File: src/rtl/mux_serialiser_if.sv
// Word-in / bit-out bus of the parallel-to-serial stage.
// The slave modport is the serialiser's view of the bus; master is its environment.
interface mux_serialiser_if #(
  parameter int N = 16
);
  localparam int SW = $clog2(N);

  logic          load;
  logic [N-1:0]  din;
  logic          ready;
  logic          dout;
  logic          dout_valid;
  logic          dout_ready;
  logic          last;
  logic [SW-1:0] sel;

  modport slave (
    input  load, din, dout_ready,
    output ready, dout, dout_valid, last, sel
  );

  modport master (
    output load, din, dout_ready,
    input  ready, dout, dout_valid, last, sel
  );
endinterface

File: src/rtl/mux_serialiser.sv
// Parallel-to-serial stage: captures an N-bit word, then walks the N:1 mux
// select across it, presenting one bit per accepted valid/ready beat.
module mux_serialiser #(
  parameter int N         = 16,
  parameter bit MSB_FIRST = 1'b0
) (
  input logic             clk,
  input logic             n_reset,
  mux_serialiser_if.slave bus
);
  localparam int SW = $clog2(N);
  localparam logic [SW-1:0] FIRST_IDX = MSB_FIRST ? SW'(N - 1) : SW'(0);
  localparam logic [SW-1:0] LAST_IDX  = MSB_FIRST ? SW'(0) : SW'(N - 1);
  localparam logic [SW-1:0] STEP      = SW'(1);

  typedef enum logic [0:0] {
    IDLE  = 1'b0,
    SHIFT = 1'b1
  } state_t;

  state_t        state_r, state_s;
  logic [N-1:0]  word_r, word_s;
  logic [SW-1:0] sel_r, sel_s;

  // Next-state logic: capture in IDLE, step the select on each SHIFT handshake.
  always_comb begin
    state_s = state_r;
    word_s  = word_r;
    sel_s   = sel_r;
    case (state_r)
      IDLE: begin
        if (bus.load) begin
          word_s  = bus.din;
          sel_s   = FIRST_IDX;
          state_s = SHIFT;
        end else begin
          state_s = IDLE;
        end
      end
      SHIFT: begin
        if (bus.dout_ready) begin
          if (sel_r == LAST_IDX) begin
            // Rewinding here keeps sel inside 0..N-1 even for non-power-of-two N.
            state_s = IDLE;
            sel_s   = FIRST_IDX;
          end else if (MSB_FIRST) begin
            sel_s = sel_r - STEP;
          end else begin
            sel_s = sel_r + STEP;
          end
        end else begin
          state_s = SHIFT;
        end
      end
      default: begin
        state_s = IDLE;
        word_s  = {N{1'b0}};
        sel_s   = FIRST_IDX;
      end
    endcase
  end

  // State register with synchronous active-low reset discarding any partial word.
  always_ff @(posedge clk) begin
    if (!n_reset) begin
      state_r <= IDLE;
      word_r  <= {N{1'b0}};
      sel_r   <= FIRST_IDX;
    end else begin
      state_r <= state_s;
      word_r  <= word_s;
      sel_r   <= sel_s;
    end
  end

  assign bus.ready      = n_reset && (state_r == IDLE);
  assign bus.dout_valid = (state_r == SHIFT);
  assign bus.last       = (state_r == SHIFT) && (sel_r == LAST_IDX);
  assign bus.sel        = sel_r;
  assign bus.dout       = word_r[sel_r];
endmodule

File: src/flat_wrapper.sv
// flat-port wrapper written by rule: the top's interface ports become plain ports
module mux_serialiser_flat 
#(
  parameter int N         = 16,
  parameter bit MSB_FIRST = 1'b0
)
  (clk, n_reset, bus_load, bus_din, bus_dout_ready, bus_ready, bus_dout, bus_dout_valid, bus_last, bus_sel);
  mux_serialiser_if #(.N(N)) bus_i ();
  input logic clk;
  input logic n_reset;
  input wire logic [$bits(bus_i.load)-1:0] bus_load;
  input wire logic [$bits(bus_i.din)-1:0] bus_din;
  input wire logic [$bits(bus_i.dout_ready)-1:0] bus_dout_ready;
  output wire logic [$bits(bus_i.ready)-1:0] bus_ready;
  output wire logic [$bits(bus_i.dout)-1:0] bus_dout;
  output wire logic [$bits(bus_i.dout_valid)-1:0] bus_dout_valid;
  output wire logic [$bits(bus_i.last)-1:0] bus_last;
  output wire logic [$bits(bus_i.sel)-1:0] bus_sel;
  assign bus_i.load = bus_load;
  assign bus_i.din = bus_din;
  assign bus_i.dout_ready = bus_dout_ready;
  assign bus_ready = bus_i.ready;
  assign bus_dout = bus_i.dout;
  assign bus_dout_valid = bus_i.dout_valid;
  assign bus_last = bus_i.last;
  assign bus_sel = bus_i.sel;
  mux_serialiser #(.N(N), .MSB_FIRST(MSB_FIRST)) u_core (.clk(clk), .n_reset(n_reset), .bus(bus_i));
endmodule
File: config.mk
export PLATFORM = sky130hd
export DESIGN_NAME = mux_serialiser_flat
export DESIGN_NICKNAME = d
export VERILOG_FILES = /design/src/rtl/mux_serialiser_if.sv /design/src/rtl/mux_serialiser.sv /design/src/flat_wrapper.sv
export SDC_FILE = /design/constraint.sdc
export NUM_CORES = 1
export LEC_CHECK = 0
export ABC_AREA = 0
export CAP_MARGIN = 20
export CORE_MARGIN = 3
export CORE_UTILIZATION = 41
export CTS_CLUSTER_SIZE = 10
export DETAILED_ROUTE_END_ITERATION = 6
export GPL_ROUTABILITY_DRIVEN = 0
export HOLD_SLACK_MARGIN = 0.02
export PLACE_DENSITY = 0.83
export SYNTH_ARGS = -nofsm -noshare
export SYNTH_HDL_FRONTEND = slang
export SYNTH_SLANG_ARGS = --single-unit
File: constraint.sdc
create_clock -name clk -period 1.5 [get_ports clk]
set_clock_uncertainty 0.2 [all_clocks]
set_input_delay 0.15 -clock clk [delete_from_list [all_inputs] [get_ports clk]]
set_output_delay 0.15 -clock clk [all_outputs]
set_load 0.02 [all_outputs]
# == Yosys cells after proc, flatten, opt, wreduce, memory -nomap -nowiden ==
# Cells that the tools add are included.
# op_classes
add_sub_neg,1
mul,0
div_mod_pow,0
n_lt_le_gt_ge,1
eq_ne,3
n_shift,0
muxes,10
n_bitwise,1
reduce_logical,4
# op_table
op,n
two-way mux 4 bit,3
case mux 4 bit (2 select lines),1
"< comparator 4 x 5 -> 1 bit, second input constant",1
"adder 4 x 1 -> 4 bit, second input constant",1
binary-select mux 1 bit (select 4 bit),1
"== test 4 bit, second input constant",1
two-way mux 1 bit,4
"inequality test 2 bit, second input constant",2
AND reduction 2 bit,2
logical AND 1 bit,2
case mux 1 bit (2 select lines),1
NOT 1 bit,1
# word_totals
reg_bits,21
latchBits,0
ramBits,0
romBits,0
output_inout_bits,8
mem_count,0

# == Logic depth before layout (Yosys ltp) ==
# logic_depth
depth_word,4
depth_mapped,5
mapped_depth_nobuf,5

# == Least setup slack after synthesis ==
# OpenSTA, ideal clock, no wires.
# synth_timing
path_type,reg2out
startpoint,"reg u_core.sel_r[0], in the netlist u_core.bus.sel[0]"
endpoint,out bus_dout
arrival_time_ns,1.465
slack_ns,-0.315
stages_incl_launch_ff,5
cell_sequence,dfxtp_1 -> buf_6 -> mux4_2 -> a22oi_1 -> nand2_1
# synth_via
elab_chain_cells,2
# synth_rtl
item,line,source
"start, declared",mux_serialiser.sv:23,"logic [SW-1:0] sel_r, sel_s;"
"start signal, assigned",mux_serialiser.sv:72,sel_r <= sel_s;
binary-select mux 1 bit (select 4 bit),mux_serialiser.sv:80,assign bus.dout = word_r[sel_r];
two-way mux 1 bit (implied by the code),mux_serialiser.sv:80,
"end, declared",flat_wrapper.sv:15,output wire logic [$bits(bus_i.dout)-1:0] bus_dout;
# No other way between the ends. The select of a mux whose other input is x is not followed.

# == Worst setup path after layout ==
# Ends and elaborated chain as after synthesis.

==> flow_metrics.tcl <==
set metrics [dict create \
    end_kind "output port" \
    final_nets 173 \
    synth_top_cell_by_area "dfxtp_1" \
    violations "negative setup slack" \
    min_from "bus_din[7]" \
    final_util_pct 62.75 \
    p_clk_share_pct 26.1 \
    critical_path_arrival_ps 1680 \
    drt-initial-drc-count 21 \
    swShare_pct 25.80 \
    total_leakage_power_nw 0.5397 \
    io_pins 28 \
    grt_pass1_wl_um 3684 \
    synth_cell_types 26 \
    clk_latency_ps 310 \
    rr_startpoint "u_core.bus.sel[0]" \
    hp-class "input port to register" \
    crit_path_max_fanout 7 \
    synth_top_area_share_pct 42.97 \
    p_int_mw 0.7951 \
    cts-hold-fix-buffers 0 \
    portBuffers 27 \
    fmax_mhz 492.8 \
    dpl_cell_area_um2 1370 \
    ys_seq_area_share_pct 42.97 \
    drive_above_1_share_pct 23.18 \
    track_usage_pct 17.84 \
    hold_end "u_core.word_r[7]" \
    vias_per_cell 5.425 \
    numCtsBuffers 3 \
    grt_max_degree 22 \
    firstDrtPassIters 6 \
    area_growth_pct 43.22 \
    power.density_nw_per_um2 764.7 \
    p_switching_mw 0.2765 \
    post-place-ws_ps -627.9 \
    post-dp-hpwl_um 1808 \
    die-area_um2 3009 \
    final_area_um2 1401 \
    cts_setup_buffers 0 \
    drv_slew 0 \
    synth_nets 135 \
    start_util_pct 43.81 \
    path_clk_slew_ps 120 \
    worst_slew_pin_slew_ps 296.1 \
    postSynthCellCount 114 \
    synth_warnings 0 \
    ant_nets 0 \
    cts_num_sinks 21 \
    pwr-share-comb_pct 17.5 \
    maxCapViolCount 0 \
    peakVddDrop_v 0.0005126 \
    cts_root_buf "clkbuf_4" \
    final_common_cell "nand2_1" \
    critPathKind "register to output port" \
    yosys_register_bits 21 \
    mostFrequentLayoutCells "35 x nand2_1, 19 x clkdlybuf4s50_1, 18 x dfxtp_1" \
    post-route-drc-count 0 \
    fin_crit_sh_pct 135.3 \
    fin_crit_ps 2029 \
    fp.dieH_um 54.85 \
    vias 971 \
    syn_area_per_cell_um2 8.583 \
    hold_violations 0 \
    wl_per_cell_um 13.82 \
    worstHoldPathCells 3 \
    tritoncts "yes" \
    max-slew-margin-rel_pct 80.26 \
    wirelength_um 2474 \
    h-tree-depth 1 \
    reg2reg_slack_ps -170 \
    power_frac_seq_pct 56.5 \
    clock_path_buffers 2 \
    chipWidth_um 54.85 \
    core_area_um2 2233 \
    rsz0062_at_grt "yes" \
    final.hold.worst_slack_ps 175.3 \
    yosys-top-cells-area "dfxtp_1 43%, nand2_1 14%, a21boi_0 12%" \
    antenna_found_initial 0 \
    grt.overflow.total 0 \
    finalWorstSetupSlack_ps -529.2 \
    crit_required_ps 1150 \
    setup_viol 4 \
    r2r_end "u_core.bus.sel[0]" \
    status "complete, but fails checks" \
    critical_path.startpoint_type "register" \
    antenna_cells 0 \
    grt_pass1_vias 824 \
    netlist_area_um2 978.4 \
    row_count 17 \
    r2r_cells 7 \
]
-- worst max-delay path by stage --
| stage | startpoint | to | slack [ps] | cells after the start |
|---|---|---|---|---|
| after global placement | u_core.bus.sel[0] | bus_dout | -550 | 5 |
| after floorplan | u_core.bus.sel[0] | bus_dout | -150 | 4 |
| after detailed placement | u_core.bus.sel[0] | bus_dout | -630 | 5 |
| final | u_core.bus.sel[0] | bus_dout | -530 | 4 |
| after global routing | u_core.bus.sel[0] | bus_dout | -560 | 4 |
| after CTS | u_core.bus.sel[0] | bus_dout | -530 | 4 |
-- per-stage QoR --
step,setup TNS (ps),instances,power [mW]
floorplan,-154.2,114,0.7068
global placement,-1247,175,0.8020
detailed placement,-1694,175,0.8088
CTS,-988.9,179,1.077
global route,-1194,179,1.115
finish,-967.9,179,1.072
-- critical path, cell delays in order, from the launching register on --
cell and delay, ps:
dfxtp_4 430, mux4_2 520, a22oi_2 180, nand2_2 70, buf_2 160
-- flip-flops by register name, summed over array words and instances (netlist names) --
register,cells
u_core.word_r,16
u_core.bus.sel,4
u_core.bus.dout_valid,1
-- timing repair --
item	CTS	global route
pin swaps	0	1
setup endpoints to repair	10	8
resized for setup	25	5
-- routing by layer --
layer  global-route usage (%)  up-vias  routed length, µm
met5                        0        -                  0
met4                    8.714        0                 72
met3                    3.542        7                164
met2                    29.92       32               1266
met1                    21.43      471                970
li1                         -      461                  -
-- final cells by class --
cell class / count / area, µm²
Sequential cell: 21 / 426.7
Inverter: 2 / 7.507
Timing Repair Buffer: 40 / 364.1
Multi-Input combinational cell: 84 / 541.8
Clock buffer: 4 / 26.28
Fill cell: 205 / 832.0
Tap cell: 28 / 35.03
-- kinds of logic (layout without fill, tap and decap cells) --
group	after synthesis	count (layout)	synth area share, %
and+or+nand+nor	50	50	22.00
AOI/OAI and AO/OA	26	26	19.44
DFF	21	21	42.97
buffers and inverters	9	46	4.731
muxes	6	6	8.695
adders and majority gates	1	1	1.279
xor gates and xnor gates	1	1	0.8953
-- power by group through the flow --
stage	Combinational (mW)	Sequential, mW	Clock [mW]
after floorplan	0.0914	0.615	0
after global placement	0.185	0.617	0
after detailed placement	0.191	0.618	0
after CTS	0.188	0.605	0.284
after global routing	0.206	0.608	0.302
final	0.187	0.605	0.279
-- synthesized netlist by cell type --
cell,instances
nor3b_1,1
mux4_2,2
buf_2,3
inv_1,2
mux2i_1,4
nand2_1,36
nor2_1,1
and2_1,1
ha_1,1
clkbuf_1,2
a22oi_1,1
o221a_2,1
a221oi_1,2
nand4_1,1
nor2b_1,4
buf_6,1
o21ai_0,2
and3_1,1
clkbuf_2,1
nand3_1,5
a21oi_1,2
a21boi_1,1
a21boi_0,16
xnor2_1,1
a31oi_1,1
dfxtp_1,21
Note: power is estimated with default switching activity, not from simulation.
